[src/rtl/wt_mem_port_arbiter.sv]
// N-client memory-side arbiter: round-robin issue, per-client outstanding tracking, return routing by ID, invalidation broadcast.
// Latency: accepted request appears on mem_req_* next cycle; returns route combinationally; invalidation pulse one cycle after accept.
// Backpressure: mem_req_* held while !mem_req_ready_i; clients blocked at MaxOutstanding; invalidations stalled while a return is valid.
// Optional: define WT_ARB_PERF_CNT_EN to add perf_stall_o (per-client 16-bit saturating stall counters).
module wt_mem_port_arbiter #(
  parameter int NumPorts       = 2,
  parameter int AddrWidth      = 64,
  parameter int DataWidth      = 64,
  parameter int TxIdWidth      = 2,
  parameter int MaxOutstanding = 4
) (
  input  logic                                   clk_i,
  input  logic                                   rst_i,
  input  logic [NumPorts-1:0]                    req_valid_i,
  output logic [NumPorts-1:0]                    req_ready_o,
  input  logic [NumPorts-1:0]                    req_write_i,
  input  logic [NumPorts*AddrWidth-1:0]          req_addr_i,
  input  logic [NumPorts*DataWidth-1:0]          req_data_i,
  input  logic [NumPorts*TxIdWidth-1:0]          req_txid_i,
  output logic                                   mem_req_valid_o,
  input  logic                                   mem_req_ready_i,
  output logic                                   mem_req_write_o,
  output logic [AddrWidth-1:0]                   mem_req_addr_o,
  output logic [DataWidth-1:0]                   mem_req_data_o,
  output logic [$clog2(NumPorts)+TxIdWidth-1:0]  mem_req_id_o,
  input  logic                                   mem_rtrn_valid_i,
  input  logic [$clog2(NumPorts)+TxIdWidth-1:0]  mem_rtrn_id_i,
  input  logic [DataWidth-1:0]                   mem_rtrn_data_i,
  output logic [NumPorts-1:0]                    rtrn_valid_o,
  output logic [TxIdWidth-1:0]                   rtrn_txid_o,
  output logic [DataWidth-1:0]                   rtrn_data_o,
  input  logic                                   inval_valid_i,
  input  logic [AddrWidth-1:0]                   inval_addr_i,
  output logic                                   inval_ready_o,
  output logic [NumPorts-1:0]                    inval_valid_o,
  output logic [AddrWidth-1:0]                   inval_addr_o,
  output logic                                   idle_o,
  output logic                                   err_o
`ifdef WT_ARB_PERF_CNT_EN
  ,
  output logic [NumPorts*16-1:0]                 perf_stall_o
`endif
);

  localparam int PortW = $clog2(NumPorts);
  localparam int CntW  = TxIdWidth + 1;

  typedef enum logic {ST_EMPTY = 1'b0, ST_FULL = 1'b1} state_t;

  state_t              state_q, state_d;
  logic [PortW-1:0]    rr_q;
  logic [PortW-1:0]    grant;
  logic                grant_found;
  logic                load;
  logic [NumPorts-1:0] eligible;
  logic [CntW-1:0]     cnt_q [NumPorts];
  logic [PortW-1:0]    ret_port;
  logic                all_zero;
  logic                inval_pulse_q;

  // Eligibility: client requesting and below its outstanding limit
  always_comb begin
    for (int p = 0; p < NumPorts; p++) begin
      eligible[p] = req_valid_i[p] && (cnt_q[p] < CntW'(MaxOutstanding));
    end
  end

  // Round-robin search: first eligible client at or after the pointer
  always_comb begin
    grant_found = 1'b0;
    grant       = '0;
    for (int i = 0; i < NumPorts; i++) begin
      if (!grant_found && eligible[(int'(rr_q) + i) % NumPorts]) begin
        grant_found = 1'b1;
        grant       = PortW'((int'(rr_q) + i) % NumPorts);
      end
    end
  end

  // Output-register FSM next state; a load can happen when empty or when the held request drains
  always_comb begin
    state_d = state_q;
    load    = 1'b0;
    case (state_q)
      ST_EMPTY: load = grant_found;
      ST_FULL:  load = grant_found && mem_req_ready_i;
      default:  load = 1'b0;
    endcase
    if (rst_i) load = 1'b0;
    if (load) begin
      state_d = ST_FULL;
    end else if (state_q == ST_FULL && mem_req_ready_i) begin
      state_d = ST_EMPTY;
    end
  end

  // Per-client ready strobe is the grant of this cycle's load
  always_comb begin
    for (int p = 0; p < NumPorts; p++) begin
      req_ready_o[p] = load && (grant == PortW'(p));
    end
  end

  // FSM state and round-robin pointer registers
  always_ff @(posedge clk_i or posedge rst_i) begin
    if (rst_i) begin
      state_q <= ST_EMPTY;
      rr_q    <= '0;
    end else begin
      state_q <= state_d;
      if (load) begin
        rr_q <= (int'(grant) == NumPorts - 1) ? '0 : grant + PortW'(1);
      end
    end
  end

  assign mem_req_valid_o = (state_q == ST_FULL);

  // Memory request payload register, loaded with the granted client's request
  always_ff @(posedge clk_i or posedge rst_i) begin
    if (rst_i) begin
      mem_req_write_o <= 1'b0;
      mem_req_addr_o  <= '0;
      mem_req_data_o  <= '0;
      mem_req_id_o    <= '0;
    end else if (load) begin
      mem_req_write_o <= req_write_i[grant];
      mem_req_addr_o  <= req_addr_i[grant*AddrWidth +: AddrWidth];
      mem_req_data_o  <= req_data_i[grant*DataWidth +: DataWidth];
      mem_req_id_o    <= {grant, req_txid_i[grant*TxIdWidth +: TxIdWidth]};
    end
  end

  // Return routing: strobe only a client that actually has a transaction outstanding
  assign ret_port    = mem_rtrn_id_i[PortW+TxIdWidth-1:TxIdWidth];
  assign rtrn_txid_o = mem_rtrn_id_i[TxIdWidth-1:0];
  assign rtrn_data_o = mem_rtrn_data_i;
  always_comb begin
    for (int p = 0; p < NumPorts; p++) begin
      rtrn_valid_o[p] = mem_rtrn_valid_i && (ret_port == PortW'(p)) && (cnt_q[p] != '0);
    end
  end

  // Outstanding counters: +1 on load, -1 on accepted return, unchanged when both coincide
  always_ff @(posedge clk_i or posedge rst_i) begin
    if (rst_i) begin
      for (int p = 0; p < NumPorts; p++) cnt_q[p] <= '0;
    end else begin
      for (int p = 0; p < NumPorts; p++) begin
        if (req_ready_o[p] && !rtrn_valid_o[p]) begin
          cnt_q[p] <= cnt_q[p] + CntW'(1);
        end else if (rtrn_valid_o[p] && !req_ready_o[p]) begin
          cnt_q[p] <= cnt_q[p] - CntW'(1);
        end
      end
    end
  end

  // Sticky error on a return that no client was waiting for (including out-of-range port field)
  always_ff @(posedge clk_i or posedge rst_i) begin
    if (rst_i) begin
      err_o <= 1'b0;
    end else if (mem_rtrn_valid_i && (rtrn_valid_o == '0)) begin
      err_o <= 1'b1;
    end
  end

  // Idle when nothing is outstanding and the output register is empty
  always_comb begin
    all_zero = 1'b1;
    for (int p = 0; p < NumPorts; p++) begin
      if (cnt_q[p] != '0) all_zero = 1'b0;
    end
  end
  assign idle_o = all_zero && (state_q == ST_EMPTY);

  // Returns take priority over invalidations since returns cannot be stalled
  assign inval_ready_o = !rst_i && !mem_rtrn_valid_i;
  assign inval_valid_o = {NumPorts{inval_pulse_q}};

  // Invalidation broadcast: one-cycle pulse with registered address after each accept
  always_ff @(posedge clk_i or posedge rst_i) begin
    if (rst_i) begin
      inval_pulse_q <= 1'b0;
      inval_addr_o  <= '0;
    end else begin
      inval_pulse_q <= inval_valid_i && inval_ready_o;
      if (inval_valid_i && inval_ready_o) inval_addr_o <= inval_addr_i;
    end
  end

`ifdef WT_ARB_PERF_CNT_EN
  logic [15:0] stall_q [NumPorts];

  // Saturating stall counters: client valid but not granted this cycle
  always_ff @(posedge clk_i or posedge rst_i) begin
    if (rst_i) begin
      for (int p = 0; p < NumPorts; p++) stall_q[p] <= '0;
    end else begin
      for (int p = 0; p < NumPorts; p++) begin
        if (req_valid_i[p] && !req_ready_o[p] && (stall_q[p] != 16'hFFFF)) begin
          stall_q[p] <= stall_q[p] + 16'd1;
        end
      end
    end
  end

  // Flatten stall counters onto the output bus
  always_comb begin
    for (int p = 0; p < NumPorts; p++) perf_stall_o[p*16 +: 16] = stall_q[p];
  end
`endif

endmodule

[config.mk]
export PLATFORM = sky130hd
export DESIGN_NAME = wt_mem_port_arbiter
export DESIGN_NICKNAME = d
export VERILOG_FILES = /design/src/rtl/wt_mem_port_arbiter.sv
export SDC_FILE = /design/constraint.sdc
export NUM_CORES = 1
export LEC_CHECK = 0
export BUFFER_PORTS_ARGS = -buffer_cell sky130_fd_sc_hd__buf_2
export CAP_MARGIN = 20
export CORE_AREA = 2 2 262 264
export CTS_CLUSTER_DIAMETER = 30
export DETAILED_ROUTE_END_ITERATION = 10
export DIE_AREA = 0 0 264 266
export GPL_TIMING_DRIVEN = 0
export PLACE_DENSITY = 0.43
export SLEW_MARGIN = 20
export SYNTH_ARGS = -nofsm -noshare
export SYNTH_HDL_FRONTEND = slang
export SYNTH_SLANG_ARGS = --single-unit
[constraint.sdc]
create_clock -name clk_i -period 21.7 [get_ports clk_i]
set_input_delay 3.255 -clock clk_i [delete_from_list [all_inputs] [get_ports clk_i]]
set_output_delay 3.255 -clock clk_i [all_outputs]
set_load 0.01 [all_outputs]
# Word level (Yosys, flattened, before mapping)
# Cells that the tools add are included.
[word_totals] inputBits=400 output_inout_bits=272 word_cells=83 register_bits=206
[op_classes] bitwise_logic=4 order_cmp=5 shift=3 muxes=22 reduce_logical=32 addsub=6
[ops] cell="indexed part select 128 x 8 -> 64 bit" count=2
[ops] cell="logical AND 1 bit" count=19
[ops] cell="2-to-1 mux 1 bit" count=17
[ops] cell="2-to-1 mux 3 bit" count=4
[ops] cell="logical NOT 1 bit" count=7
[ops] cell="adder 3 x 1 -> 3 bit, second input constant" count=2
[ops] cell="less-than comparator 3 bit, second input constant" count=2
[ops] cell="nonzero test 2 bit" count=3
[ops] cell="nonzero test 3 bit" count=2
[ops] cell="subtractor 3 x 1 -> 3 bit, second input constant" count=2
[ops] cell="less-than comparator 1 x 2 -> 1 bit, second input constant" count=2
[ops] cell="indexed part select 4 x 3 -> 2 bit" count=1
[ops] cell="less-than comparator 2 x 3 -> 1 bit, second input constant" count=1
[ops] cell="NOT 1 bit" count=3
[ops] cell="adder 1 bit, second input constant" count=2
[ops] cell="logical NOT 2 bit" count=1
[ops] cell="case mux 1 bit (2 select lines)" count=1
[ops] cell="AND 1 bit, first input constant" count=1

# Depth between registers and ports, before layout
[logic_depth] depth_word=16 mapped_depth=11 depth_no_buf=8

# Worst setup path before layout
# Ideal clock, no wire load.
[synth_timing] path_type="in2out" startpoint="in rst_i" endpoint="out req_ready_o[1]" n_path_buf=3 slack_ns=14.219 required_time_ns=18.445 cell_stages=4 t_arrival_ns=4.226 path_cell_list="buf_2 > nor4_4 > buf_2 > buf_2"
[synth_between] elab_chain_cells=2
[synth_lines] element="from (decl)" line_no="13" rtl="input logic rst_i,"
[synth_lines] element="2-to-1 mux 1 bit" line_no="89" rtl="if (rst_i) load = 1'b0;"
[synth_lines] element="logical AND 1 bit" line_no="100" rtl="req_ready_o[p] = load && (grant == PortW'(p));"
[synth_lines] element="to (decl)" line_no="15" rtl="output logic [NumPorts-1:0] req_ready_o,"
# No other way between the ends.

# Worst setup path in the final report
[layout_timing] startpoint="in mem_req_ready_i" endpoint="out req_ready_o[1]"
[layout_between] elab_chain_cells=4
[layout_lines] element="from (decl)" line_no="21" rtl="input logic mem_req_ready_i,"
[layout_lines] element="logical AND 1 bit" line_no="86" rtl="ST_FULL: load = grant_found && mem_req_ready_i;"
[layout_lines] element="case mux 1 bit (2 select lines)" line_no="84" rtl="case (state_q)"
[layout_lines] element="2-to-1 mux 1 bit" line_no="89"
[layout_lines] element="logical AND 1 bit" line_no="100"
# No other way between the ends.

==> reports/qor.csv <==
stage;metric;value;unit
outcome;status;completed;
sta;Worst-Margin Slew;810;ps
routing;post-DR wirelength/cell;16.0;µm
global_routing;vias in the first global route;8995;
critical_path;Critical Path AT;5080;ps
power_and_ir_drop;Net Switching;0.650;mW
global_routing;met3 GRT Util;0.0297;
power_and_ir_drop;Sw Share;0.303;
clock_tree;cts bufs inserted;58;
clock_tree;Max clock buf depth;3;
sta;Final Hold Vio Count;0;
routing;initial drt markers;708;
critical_path;critical path's top delay family;buffers and inverters;
layout;fraction of layout instances using a drive strength above 1;0.626;
critical_path;CP Capture Type;primary output;
logic_synthesis;Post-Syn Area;8840;µm²
run;max-cap violations;0;
clock_tree;post-CTS setup buffers;0;
placed_design;detailed placement HPWL;29.2;mm
logic_synthesis;syn_area_per_cell;12.8;µm²
logic_synthesis;Seq/Total Area, Yosys;0.583;
logic_synthesis;synth unique cells;29;
sta;Period Utilization, post-route;0.384;
floorplanning;num ports;672;
clock_tree;post-cts gate resize count;0;
logic_synthesis;Post-Syn Instances;691;
power_and_ir_drop;sequential fraction of design power;0.292;
clock_tree;total clock sinks;206;
power_and_ir_drop;total power draw;2.14;mW
routing;Post-Route WL;36.5;mm
min_path;min-delay worst type;reg -> reg;
global_routing;first-pass GRT wire length;52.8;mm
global_routing;largest net degree at the start of global routing;99;
floorplanning;core footprint;67700;µm²
critical_path;Crit path largest cell delay;720;ps
critical_path;CP Class;in -> out;
global_routing;Global Route Usage Sum;0.0982;
clock_tree;Clock Root Buffer;clkbuf_16;
placed_design;GP Congestion;0.882;
power_and_ir_drop;Gate power share;0.272;
floorplanning;die area;70200;µm²
layout;nets@finish;1761;
power_and_ir_drop;VDD IR max;0.0000729;V
logic_synthesis;Post-Synthesis Net Count;1095;
sta;RSZ-0062 raised after global routing;no;
layout;fillcell total;7435;
critical_path;critical path launch point type;primary input;
clock_tree;clk_lat worst skew;590;ps
floorplanning;die height;266;µm
critical_path;CP most frequent cell;buf_2;
sta;Final Max Slew Viols;0;
sta;setup_tns;0;ps
floorplanning;row count;96;
routing;First-pass DRT Iterations;7;
sta;Worst Clk Skew;21.9;ps
clock_tree;H-tree Lvls;2;
power_and_ir_drop;Clock power frac;0.436;
routing;Final ANT Viol Nets;0;
layout;FF+latch area;5150;µm²
sta;# setup viols final;0;
floorplanning;Initial Utilization;0.130;
global_routing;GR Overflow Total;0;
global_routing;initial antenna violation count;3;
routing;total number of vias;8557;
clock_tree;Reg clk slew, reported paths;40;ps
logic_synthesis;Syn. warnings;0;
clock_tree;TritonCTS clock tree;built;
sta;relative slew slack;0.456;
power_and_ir_drop;PD cells;141;nW/µm²
critical_path;Critical Path, Cell by Cell;buf_2, nor2b_1, buf_6, nor4_4, buf_2, buf_2, buf_2;
critical_path;CP max-delay cell;nor4_4;
routing;drt via density;3.75;
power_and_ir_drop;internal power;1.49;mW
sta;PnR worst setup slack;13370;ps
layout;multi-input logic area;2360;µm²
global_routing;met2 GRT Util;0.172;
power_and_ir_drop;Leak Pwr;8.16;nW
critical_path;Worst Path Required;18450;ps
critical_path;WP buf/inv;5;
sta;worst hold slack;459;ps
sta;minimum clock period;8330;ps
global_routing;GRT busiest layer;met2;
layout;most common cell after layout, fill and taps aside;buf_2;
sta;Peak Freq;120;MHz
layout;commonest non-fill, non-tap cells in the layout;buf_2, dfrtp_1, inv_1;
global_routing;grt met1 use;0.104;
critical_path;crit path max fanout;11;
logic_synthesis;flops & latches, synth;206;
floorplanning;Die W;264;µm
layout;Layout area overhead;71.9;%
clock_tree;Post-CTS Hold Fix Bufs;0;
placed_design;PortBufs;604;
placed_design;dpl cell area;13000;µm²
placed_design;Place WS;13210;ps
layout;Finished Cell Area;15200;µm²
routing;drt drc;0;
-- power groups by stage --
stage | Sequential, mW | Clock [mW] | Combinational, mW
finish | 0.627 | 0.934 | 0.584
global placement | 0.629 | 0 | 0.590
global route | 0.643 | 0.981 | 0.639
detailed placement | 0.627 | 0 | 0.598
CTS | 0.626 | 0.958 | 0.596
floorplan | 0.675 | 0 | 0.260
-- registers in the layout, indices dropped and copies added (netlist names) --
signal           flops
inval_addr_o        64
mem_req_data_o      64
mem_req_write_o      1
inval_pulse_q        1
err_o                1
mem_req_addr_o      64
rr_q                 1
cnt_q                6
mem_req_id_o         3
mem_req_valid_o      1
-- per-stage QoR --
| stage | cells | utilization |
|---|---|---|
| after floorplan | 691 | - |
| after global placement | 2177 | 0.191 |
| after detailed placement | 2179 | 0.192 |
| after CTS | 2283 | 0.224 |
| after global routing | 2284 | 0.224 |
| final | 2284 | 0.224 |
-- layout make-up --
type / instances / area share
well taps: 882 / 0.0726
multi-input cells: 229 / 0.155
plain buffers: 120 / 0.0535
clock buffers: 80 / 0.110
flip-flops and latches: 206 / 0.339
clock inverters: 24 / 0.0322
diodes: 1 / 0.000165
inverters: 136 / 0.0341
repair buffers: 606 / 0.203
-- metal layers --
layer  up-vias  share of wire
met5         -        0.00036
met4         2          0.050
met3        96          0.082
met2       506           0.50
met1      4120           0.36
li1       3833              -
-- cell families (layout without fill, tap and decap cells) --
group,count (synthesis),count (layout),share of synthesized area
buffers and inverters,256,966,0.150
muxes,66,66,0.0841
other,0,1,0
adders and majority gates,4,4,0.00736
AOI/OAI and AO/OA,136,136,0.153
xor gates and xnor gates,6,6,0.00595
and+or+nand+nor,17,17,0.0166
DFF,206,206,0.583
-- path summary, 6_finish.rpt --
kind                                 start                to  slack, ps  cells after the start
max reg2reg                mem_req_valid_o          cnt_q[2]      18490                     11
min reg2reg                          err_o             err_o        460                      1
max                        mem_req_ready_i    req_ready_o[1]      13370                      7
min in group asynchronous            rst_i          cnt_q[2]       2700                      2
max in group asynchronous            rst_i  inval_addr_o[59]      17770                      4
min                                  err_o             err_o        460                      1
-- synthesized netlist by cell type --
cell | n | area share
a31o_2 | 1 | 0.00099
xnor2_1 | 2 | 0.0020
xor2_1 | 4 | 0.0040
nand3_1 | 1 | 0.00057
clkbuf_1 | 17 | 0.0072
nor2b_1 | 1 | 0.00071
nand2b_4 | 2 | 0.0031
nor2_1 | 3 | 0.0013
o41ai_1 | 1 | 0.00099
a211o_1 | 1 | 0.00099
buf_2 | 25 | 0.014
nor4_4 | 2 | 0.0048
mux2_2 | 66 | 0.084
o31ai_1 | 1 | 0.00085
nor3_1 | 1 | 0.00057
nor3b_1 | 1 | 0.00085
or3_1 | 2 | 0.0014
ha_1 | 2 | 0.0028
nand3b_1 | 1 | 0.00085
inv_1 | 136 | 0.058
fa_1 | 2 | 0.0045
nand2b_1 | 1 | 0.00071
a222oi_1 | 131 | 0.15
and3b_1 | 1 | 0.00099
dfrtp_1 | 206 | 0.58
and2_1 | 1 | 0.00071
buf_4 | 68 | 0.058
buf_6 | 10 | 0.013
a21o_1 | 1 | 0.00085
Power figures use the tool's default switching activity.
